## config.mk

```make
export PLATFORM = sky130hd
export DESIGN_NAME = boot_fetch_flat
export DESIGN_NICKNAME = d
export VERILOG_FILES = /design/src/rtl/boot_fetch_pkg.sv /design/src/rtl/boot_fetch_if.sv /design/src/rtl/boot_fetch_bus_wait_timer.sv /design/src/rtl/boot_fetch.sv /design/src/flat_wrapper.sv
export SDC_FILE = /design/constraint.sdc
export NUM_CORES = 1
export LEC_CHECK = 0
export ABC_CLOCK_PERIOD_IN_PS = 2130
export CAP_MARGIN = 20
export CORE_MARGIN = 3
export CORE_UTILIZATION = 42
export CTS_CLUSTER_DIAMETER = 120
export DETAILED_ROUTE_END_ITERATION = 12
export HOLD_SLACK_MARGIN = 0.05
export PLACE_DENSITY_LB_ADDON = 0.3
export SLEW_MARGIN = 30
export SYNTH_ARGS = -nofsm -noshare
export SYNTH_HDL_FRONTEND = slang
export SYNTH_SLANG_ARGS = --single-unit
```

## constraint.sdc

```tcl
create_clock -name clk -period 2.13 [get_ports clk]
set_input_delay 0.213 -clock clk [delete_from_list [all_inputs] [get_ports clk]]
set_output_delay 0.213 -clock clk [all_outputs]
set_load 0.01 [all_outputs]
```

## src/rtl/boot_fetch_pkg.sv

```systemverilog
// Shared types and constants for the boot-memory fetch block.
// Holds the controller state enum, the default vector address and the wait-state limits.
package boot_fetch_pkg;

    typedef enum logic [2:0] {
        ST_START,
        ST_VEC_HI,
        ST_VEC_LO,
        ST_IDLE,
        ST_ACCESS,
        ST_RESP
    } state_e;

    localparam logic [7:0] VEC_ADDR_DEFAULT = 8'hFE;
    localparam int         MAX_WAIT_STATES  = 15;
    localparam int         WAIT_W           = 4;

    // Low vector byte sits one above the high byte, wrapping inside the 8-bit space.
    function automatic logic [7:0] vec_lo_addr(input logic [7:0] hi);
        return hi + 8'd1;
    endfunction

    function automatic logic is_access(input state_e s);
        return (s == ST_VEC_HI) || (s == ST_VEC_LO) || (s == ST_ACCESS);
    endfunction

endpackage

```

## src/rtl/boot_fetch_if.sv

```systemverilog
// Boot-memory bus, core request/response handshake and reset-vector outputs.
// master = the fetch block, slave = the surrounding memory and core.
interface boot_fetch_if;
    logic        mem_sel;
    logic [7:0]  mem_a;
    logic [7:0]  mem_din;
    logic        req_valid;
    logic [7:0]  req_addr;
    logic        req_ready;
    logic        rsp_valid;
    logic [7:0]  rsp_data;
    logic        rsp_ready;
    logic        vec_valid;
    logic [15:0] vec;

    modport master (
        output mem_sel, mem_a, req_ready, rsp_valid, rsp_data, vec_valid, vec,
        input  mem_din, req_valid, req_addr, rsp_ready
    );

    modport slave (
        input  mem_sel, mem_a, req_ready, rsp_valid, rsp_data, vec_valid, vec,
        output mem_din, req_valid, req_addr, rsp_ready
    );
endinterface

```

## src/rtl/boot_fetch_bus_wait_timer.sv

```systemverilog
// Loadable down-counter that paces one boot-memory access window.
// done is high while the count is zero; the count parks at zero between windows.
module bus_wait_timer
    import boot_fetch_pkg::*;
(
    input  logic              clk,
    input  logic              rst_n,
    input  logic              load,
    input  logic [WAIT_W-1:0] load_val,
    output logic              done
);
    logic [WAIT_W-1:0] cnt;

    always_ff @(posedge clk or negedge rst_n) begin
        if (!rst_n) begin
            cnt <= '0;
        end else if (load) begin
            cnt <= load_val;
        end else if (cnt != '0) begin
            cnt <= cnt - 1'b1;
        end
    end

    assign done = (cnt == '0);

endmodule

```

## src/rtl/boot_fetch.sv

```systemverilog
// Boot-memory bus initiator: fetches the big-endian reset vector after reset,
// then serves single-byte core reads, each stretched by WAIT_STATES extra cycles.
module boot_fetch
    import boot_fetch_pkg::*;
#(
    parameter int         WAIT_STATES = 1,
    parameter logic [7:0] VEC_ADDR    = VEC_ADDR_DEFAULT
) (
    input  logic         clk,
    input  logic         rst_n,
    boot_fetch_if.master bus
);
    if (WAIT_STATES < 0 || WAIT_STATES > MAX_WAIT_STATES) begin : g_bad_wait
        $error("boot_fetch: WAIT_STATES must lie in 0..%0d", MAX_WAIT_STATES);
    end

    localparam logic [WAIT_W-1:0] WAIT_LOAD = WAIT_W'(WAIT_STATES);

    state_e      state;
    logic        sel_q;
    logic [7:0]  addr_q;
    logic        rdy_q;
    logic        rsp_valid_q;
    logic [7:0]  rsp_data_q;
    logic        vec_valid_q;
    logic [15:0] vec_q;

    logic        tmr_load;
    logic        tmr_done;
    logic        accept;

    assign accept = rdy_q && bus.req_valid;

    // The timer is loaded on every edge that enters an access state, so the
    // window always lasts WAIT_STATES+1 cycles regardless of which state it serves.
    always_comb begin
        tmr_load = 1'b0;
        case (state)
            ST_START:  tmr_load = 1'b1;
            ST_VEC_HI: tmr_load = tmr_done;
            ST_IDLE:   tmr_load = accept;
            default:   tmr_load = 1'b0;
        endcase
    end

    bus_wait_timer u_timer (
        .clk      (clk),
        .rst_n    (rst_n),
        .load     (tmr_load),
        .load_val (WAIT_LOAD),
        .done     (tmr_done)
    );

    always_ff @(posedge clk or negedge rst_n) begin
        if (!rst_n) begin
            state       <= ST_START;
            sel_q       <= 1'b0;
            addr_q      <= 8'h00;
            rdy_q       <= 1'b0;
            rsp_valid_q <= 1'b0;
            rsp_data_q  <= 8'h00;
            vec_valid_q <= 1'b0;
            vec_q       <= 16'h0000;
        end else begin
            case (state)
                ST_START: begin
                    sel_q  <= 1'b1;
                    addr_q <= VEC_ADDR;
                    state  <= ST_VEC_HI;
                end
                ST_VEC_HI: begin
                    if (tmr_done) begin
                        vec_q[15:8] <= bus.mem_din;
                        addr_q      <= vec_lo_addr(VEC_ADDR);
                        state       <= ST_VEC_LO;
                    end
                end
                ST_VEC_LO: begin
                    if (tmr_done) begin
                        vec_q[7:0]  <= bus.mem_din;
                        vec_valid_q <= 1'b1;
                        sel_q       <= 1'b0;
                        rdy_q       <= 1'b1;
                        state       <= ST_IDLE;
                    end
                end
                ST_IDLE: begin
                    // addr_q doubles as the latched request address
                    if (accept) begin
                        sel_q  <= 1'b1;
                        addr_q <= bus.req_addr;
                        rdy_q  <= 1'b0;
                        state  <= ST_ACCESS;
                    end
                end
                ST_ACCESS: begin
                    if (tmr_done) begin
                        rsp_data_q  <= bus.mem_din;
                        rsp_valid_q <= 1'b1;
                        sel_q       <= 1'b0;
                        state       <= ST_RESP;
                    end
                end
                ST_RESP: begin
                    if (bus.rsp_ready) begin
                        rsp_valid_q <= 1'b0;
                        rdy_q       <= 1'b1;
                        state       <= ST_IDLE;
                    end
                end
                default: begin
                    sel_q <= 1'b0;
                    rdy_q <= 1'b0;
                    state <= ST_START;
                end
            endcase
        end
    end

    assign bus.mem_sel   = sel_q;
    assign bus.mem_a     = addr_q;
    assign bus.req_ready = rdy_q;
    assign bus.rsp_valid = rsp_valid_q;
    assign bus.rsp_data  = rsp_data_q;
    assign bus.vec_valid = vec_valid_q;
    assign bus.vec       = vec_q;

    a_sel_only_in_access: assert property (@(posedge clk) disable iff (!rst_n)
        sel_q |-> is_access(state));
    a_ready_only_in_idle: assert property (@(posedge clk) disable iff (!rst_n)
        rdy_q == (state == ST_IDLE));
    a_rsp_only_in_resp: assert property (@(posedge clk) disable iff (!rst_n)
        rsp_valid_q == (state == ST_RESP));

endmodule
```

## src/flat_wrapper.sv

```systemverilog
// flat-port wrapper written by rule: the top's interface ports become plain ports
module boot_fetch_flat import boot_fetch_pkg::*;
#(
    parameter int         WAIT_STATES = 1,
    parameter logic [7:0] VEC_ADDR    = VEC_ADDR_DEFAULT
)
  (clk, rst_n, bus_mem_sel, bus_mem_a, bus_req_ready, bus_rsp_valid, bus_rsp_data, bus_vec_valid, bus_vec, bus_mem_din, bus_req_valid, bus_req_addr, bus_rsp_ready);
  boot_fetch_if bus_i ();
  input  logic clk;
  input  logic rst_n;
  output wire logic [$bits(bus_i.mem_sel)-1:0] bus_mem_sel;
  output wire logic [$bits(bus_i.mem_a)-1:0] bus_mem_a;
  output wire logic [$bits(bus_i.req_ready)-1:0] bus_req_ready;
  output wire logic [$bits(bus_i.rsp_valid)-1:0] bus_rsp_valid;
  output wire logic [$bits(bus_i.rsp_data)-1:0] bus_rsp_data;
  output wire logic [$bits(bus_i.vec_valid)-1:0] bus_vec_valid;
  output wire logic [$bits(bus_i.vec)-1:0] bus_vec;
  input wire logic [$bits(bus_i.mem_din)-1:0] bus_mem_din;
  input wire logic [$bits(bus_i.req_valid)-1:0] bus_req_valid;
  input wire logic [$bits(bus_i.req_addr)-1:0] bus_req_addr;
  input wire logic [$bits(bus_i.rsp_ready)-1:0] bus_rsp_ready;
  assign bus_mem_sel = bus_i.mem_sel;
  assign bus_mem_a = bus_i.mem_a;
  assign bus_req_ready = bus_i.req_ready;
  assign bus_rsp_valid = bus_i.rsp_valid;
  assign bus_rsp_data = bus_i.rsp_data;
  assign bus_vec_valid = bus_i.vec_valid;
  assign bus_vec = bus_i.vec;
  assign bus_i.mem_din = bus_mem_din;
  assign bus_i.req_valid = bus_req_valid;
  assign bus_i.req_addr = bus_req_addr;
  assign bus_i.rsp_ready = bus_rsp_ready;
  boot_fetch #(.WAIT_STATES(WAIT_STATES), .VEC_ADDR(VEC_ADDR)) u_core (.clk(clk), .rst_n(rst_n), .bus(bus_i));
endmodule
```

## After elaboration in Yosys (flattened, before gate mapping)

Cells that the tools add are included.

- $add $sub $neg: 1
- Equal/unequal tests: 11
- Mux-type cells: 21
- Bitwise logic cells: 2
- Reductions and logical operators: 18

Operators with widths:

| kind | count |
|---|---|
| $pmux W8 S3 | 1 |
| $pmux W3 S6 | 1 |
| $mux W8 | 2 |
| $mux W3 | 5 |
| $ne A2 B1 Y1 const B | 5 |
| $reduce_and A3 Y1 | 3 |
| $mux W4 | 2 |
| $pmux W1 S4 | 2 |
| $eq A3 B2 Y1 const B | 2 |
| $eq A3 B3 Y1 const B | 2 |
| $mux W1 | 6 |
| $reduce_and A2 Y1 | 3 |
| $reduce_and A5 Y1 | 1 |
| $logic_not A4 Y1 | 1 |
| $reduce_and A4 Y1 | 1 |
| $reduce_bool A2 Y1 | 2 |
| $reduce_bool A4 Y1 | 1 |
| $reduce_or A2 Y1 | 2 |
| $sub A4 B1 Y4 const B | 1 |
| $eq A3 B1 Y1 const B | 1 |
| $logic_not A3 Y1 | 1 |
| $pmux W1 S3 | 1 |
| $reduce_bool A3 Y1 | 1 |
| $reduce_or A3 Y1 | 1 |
| 4 further kinds | 5 |

- Register bits after elaboration: 43
- Logic and storage cells: 63

## Logic depth before layout (Yosys ltp)

- Depth in word-level cells: 4
- Depth in mapped cells: 7
- Depth with buffers taken out: 5

## Cells and area by module

Synthesis repeated with hierarchy kept, for this count alone.

- Cell total of the unflattened synthesis: 157
- Area, all modules: 1928.1 µm²

By module, submodules not included:

| module | instances | cells an instance | area each (µm²) | seq. area each (µm²) |
|---|---|---|---|---|
| boot_fetch | 1 | 135 | 1694.1 | 975.9 |
| bus_wait_timer | 1 | 22 | 234.0 | 100.1 |

## Least setup slack after synthesis

No wires, ideal clock.

- Kind: register to register
- Start: register u_core.u_timer.cnt[0]
- End: register u_core.rsp_data_q[0] (netlist: u_core.bus.rsp_data[0])
- Setup time: 125 ps
- Arrival time: 1913 ps
- Required time: 2005 ps
- Setup slack: 92 ps
- Cell stages (with the launch flop): 8
- Path buffers: 2
- Cell sequence: dfrtp_1 inv_1 ha_1 or3b_1 buf_2 or3_1 buf_6 mux2_4

- Longest elaborated chain between the ends: 2

Ends and longest elaborated chain:

| item | RTL line | text |
|---|---|---|
| start, declared | boot_fetch_bus_wait_timer.sv:12 | `logic [WAIT_W-1:0] cnt;` |
| start signal, assigned | boot_fetch_bus_wait_timer.sv:18 | `cnt <= load_val;` |
| start signal, assigned | boot_fetch_bus_wait_timer.sv:20 | `cnt <= cnt - 1'b1;` |
| $logic_not A4 Y1 | boot_fetch_bus_wait_timer.sv:24 | `assign done = (cnt == '0);` |
| $reduce_and A2 Y1 (no line) | -- |  |
| end signal, assigned | boot_fetch.sv:98 | `rsp_data_q <= bus.mem_din;` |
| end, declared | boot_fetch.sv:24 | `logic [7:0] rsp_data_q;` |

Every way passes these cells.
A chain may end at the register's enable or synchronous reset.

## Final worst setup path

- Start: register u_core.u_timer.cnt[0]
- End: register u_core.rsp_data_q[5] (netlist: u_core.bus.rsp_data[5])

The elaborated chain is that of the path after synthesis.

==> metrics.yaml <==
end_kind: "register"
fin_ws_ps: 98.4
min_period_ps: 2030
grt.overflow.total: 0
finalHoldViolCount: 0
start_util: 0.453
fin_tns_setup_ps: 0
utilization: 0.644
drt_pre_antenna_iters: 4
layout_common_cells: "54 x clkdlybuf4s50_1, 43 x dfrtp_1, 17 x mux2_2, 11 x inv_1, 11 x nor2_1"
core_sq_um: 4140
p_per_area_nw_per_um2: 1610
synth_area_sq_um: 1880
vias: 1339
layout.nets: 235
setup-violations-final: 0
worstReg2RegStart: "u_core.u_timer.cnt[0]"
port_buffers: 55
grt_pass1_vias: 1446
multiInputGateArea_sq_um: 741
seq_area_frac_synth: 0.573
worstMarginPinSlew_ps: 454
cp_data_required_time_ps: 2330
max_cap_violations: 0
cts_num_sinks: 43
clk_path_buf_depth: 2
total_power_mw: 4.29
area.sequential_sq_um: 1080
n_antenna_cell: 0
syn-instance-count: 147
cts_tree: "done"
grt_pass1_wl_microns: 7380
dieArea_sq_um: 5310
worstPathArrival_ps: 2230
fmax_mhz: 492
path_clk_slew_ps: 90
ys_ff_latch: 43
startpoint_type: "register"
hpwl_microns: 3230
yosysWarnings: 0
drtIter0Drc: 87
antenna_found_initial: 0
synth.avg_cell_area_sq_um: 12.8
die_h_microns: 72.8
wl_per_cell_microns: 16.7
crit_start: "u_core.u_timer.cnt[0]"
final_common_cell: "clkdlybuf4s50_1"
ioPinCount: 56
drtAntennaViolNets: 0
cts_setup_buffers: 0
hold_class: "input port to asynchronous set/reset pin"
rows: 23
area.growth.synth_to_final_pct: 42.3
slew_headroom: 0.696
gp_congestion: 0.822
cts-htree-levels: 2
path_class: "register to register"
drc: 0
via_per_inst: 5.05
die_x_microns: 72.8
vdd_drop_max_uv: 855
clockRootBuffer: "clkbuf_8"
skew_ps: 7.70
hold_ws_ps: 355
wirelength_microns: 4440
worstSkewPairLatency_ps: 300
path_max_fanout: 8
syn_nets: 168
dp_slack_ps: -18.4
p_leak_nw: 1.20
cts_buffers: 5
grt_max_degree: 30
status: "completed"
finalCritPeriodShare: 0.954
gr-usage-all-layers: 0.184
final_layout_size_suffix_gt1_frac: 0.219
nFillCells: 331
drv_slew: 0
ys_types: 34
## power by group
part           total (mW)  internal (mW)  switching [mW]  leakage, nW
sequential           1.50           1.22           0.289        0.486
combinational        2.14           1.28           0.852        0.661
clock               0.650          0.353           0.297       0.0548
total                4.29           2.85            1.44         1.20
## cells in the mapped netlist, drive strengths merged
master	number	area, sq um
nand2b	3	18.8
buf	3	23.8
mux2	25	312
nand4	1	6.26
o211ai	2	15.0
nor4b	1	8.76
or3b	1	8.76
a221oi	1	15.0
a211oi	1	7.51
o21a	1	7.51
o21ai	3	15.0
a21o	2	15.0
a21oi	3	15.0
clkbuf	3	11.3
dfrtp	43	1080
and2	1	6.26
nand3b	4	30.0
nand2	6	22.5
o31ai	1	7.51
inv	11	41.3
a32o	2	20.0
nor3b	2	15.0
o21ba	1	10.0
nor2	11	41.3
o22ai	1	6.26
nor2b	2	12.5
nand3	1	5.00
nor3	1	5.00
or3	1	6.26
mux2i	8	80.1
ha	1	12.5
## sequential cells by signal (all words and copies together) (netlist names)
signal	flops
u_core.bus.mem_a	8
u_core.u_timer.cnt	4
u_core.bus.rsp_valid	1
u_core.bus.vec_valid	1
u_core.bus.mem_sel	1
u_core.state	3
u_core.bus.vec	16
u_core.bus.rsp_data	8
u_core.bus.req_ready	1
## repair_timing
action / CTS / global route
endpoints found under the hold margin: 14 / 0
hold buffers: 1 / 0
gates resized for setup: 1 / 2
endpoints found under the setup margin: 8 / 2
pin swaps: 0 / 0
## worst paths after layout
path                       depth (start not counted)  slack (ps)                endpoint
max reg2reg                                        5         100  u_core.bus.rsp_data[5]
max                                                5         100  u_core.bus.rsp_data[5]
min                                                2         360       u_core.bus.vec[3]
min reg2reg                                        1         490    u_core.bus.vec_valid
max in group asynchronous                          3        1090      u_core.bus.mem_sel
min in group clk                                   1         490    u_core.bus.vec_valid
## kinds of logic after synthesis
family	after synthesis	synth area share
AND/OR/NAND/NOR	35	0.0993
buffers and inverters	17	0.0407
flip-flops	43	0.573
multiplexers	33	0.209
adder cells (fa/ha/maj)	1	0.00667
AO/OA/AOI/OAI	18	0.0713
## worst max-delay path, cell delays in order, from the launching register on
cell	delay, ps
dfrtp_1	410
inv_1	80
ha_1	160
or3b_1	450
or3_4	500
mux2_4	330
## per-layer routing
layer,wire [microns],GRT usage
met2,2300,0.304
met4,61,0.0615
met1,1870,0.240
met3,203,0.0413
met5,0,0
## cell type report
cell class	count	area share
multi-input combinational	87	0.277
clock inverter	3	0.0173
inverter	11	0.0155
sequential	43	0.403
timing repair buffer	66	0.238
clock buffer	5	0.0258
tap	50	0.0234
## stage by stage
| step | area [sq um] | std cells |
|---|---|---|
| after floorplan | 1880 | 147 |
| after global placement | 2520 | 256 |
| after detailed placement | 2520 | 256 |
| after CTS | 2660 | 265 |
| after global routing | 2670 | 265 |
| final | 2670 | 265 |
(Power assumes the default switching activity.)
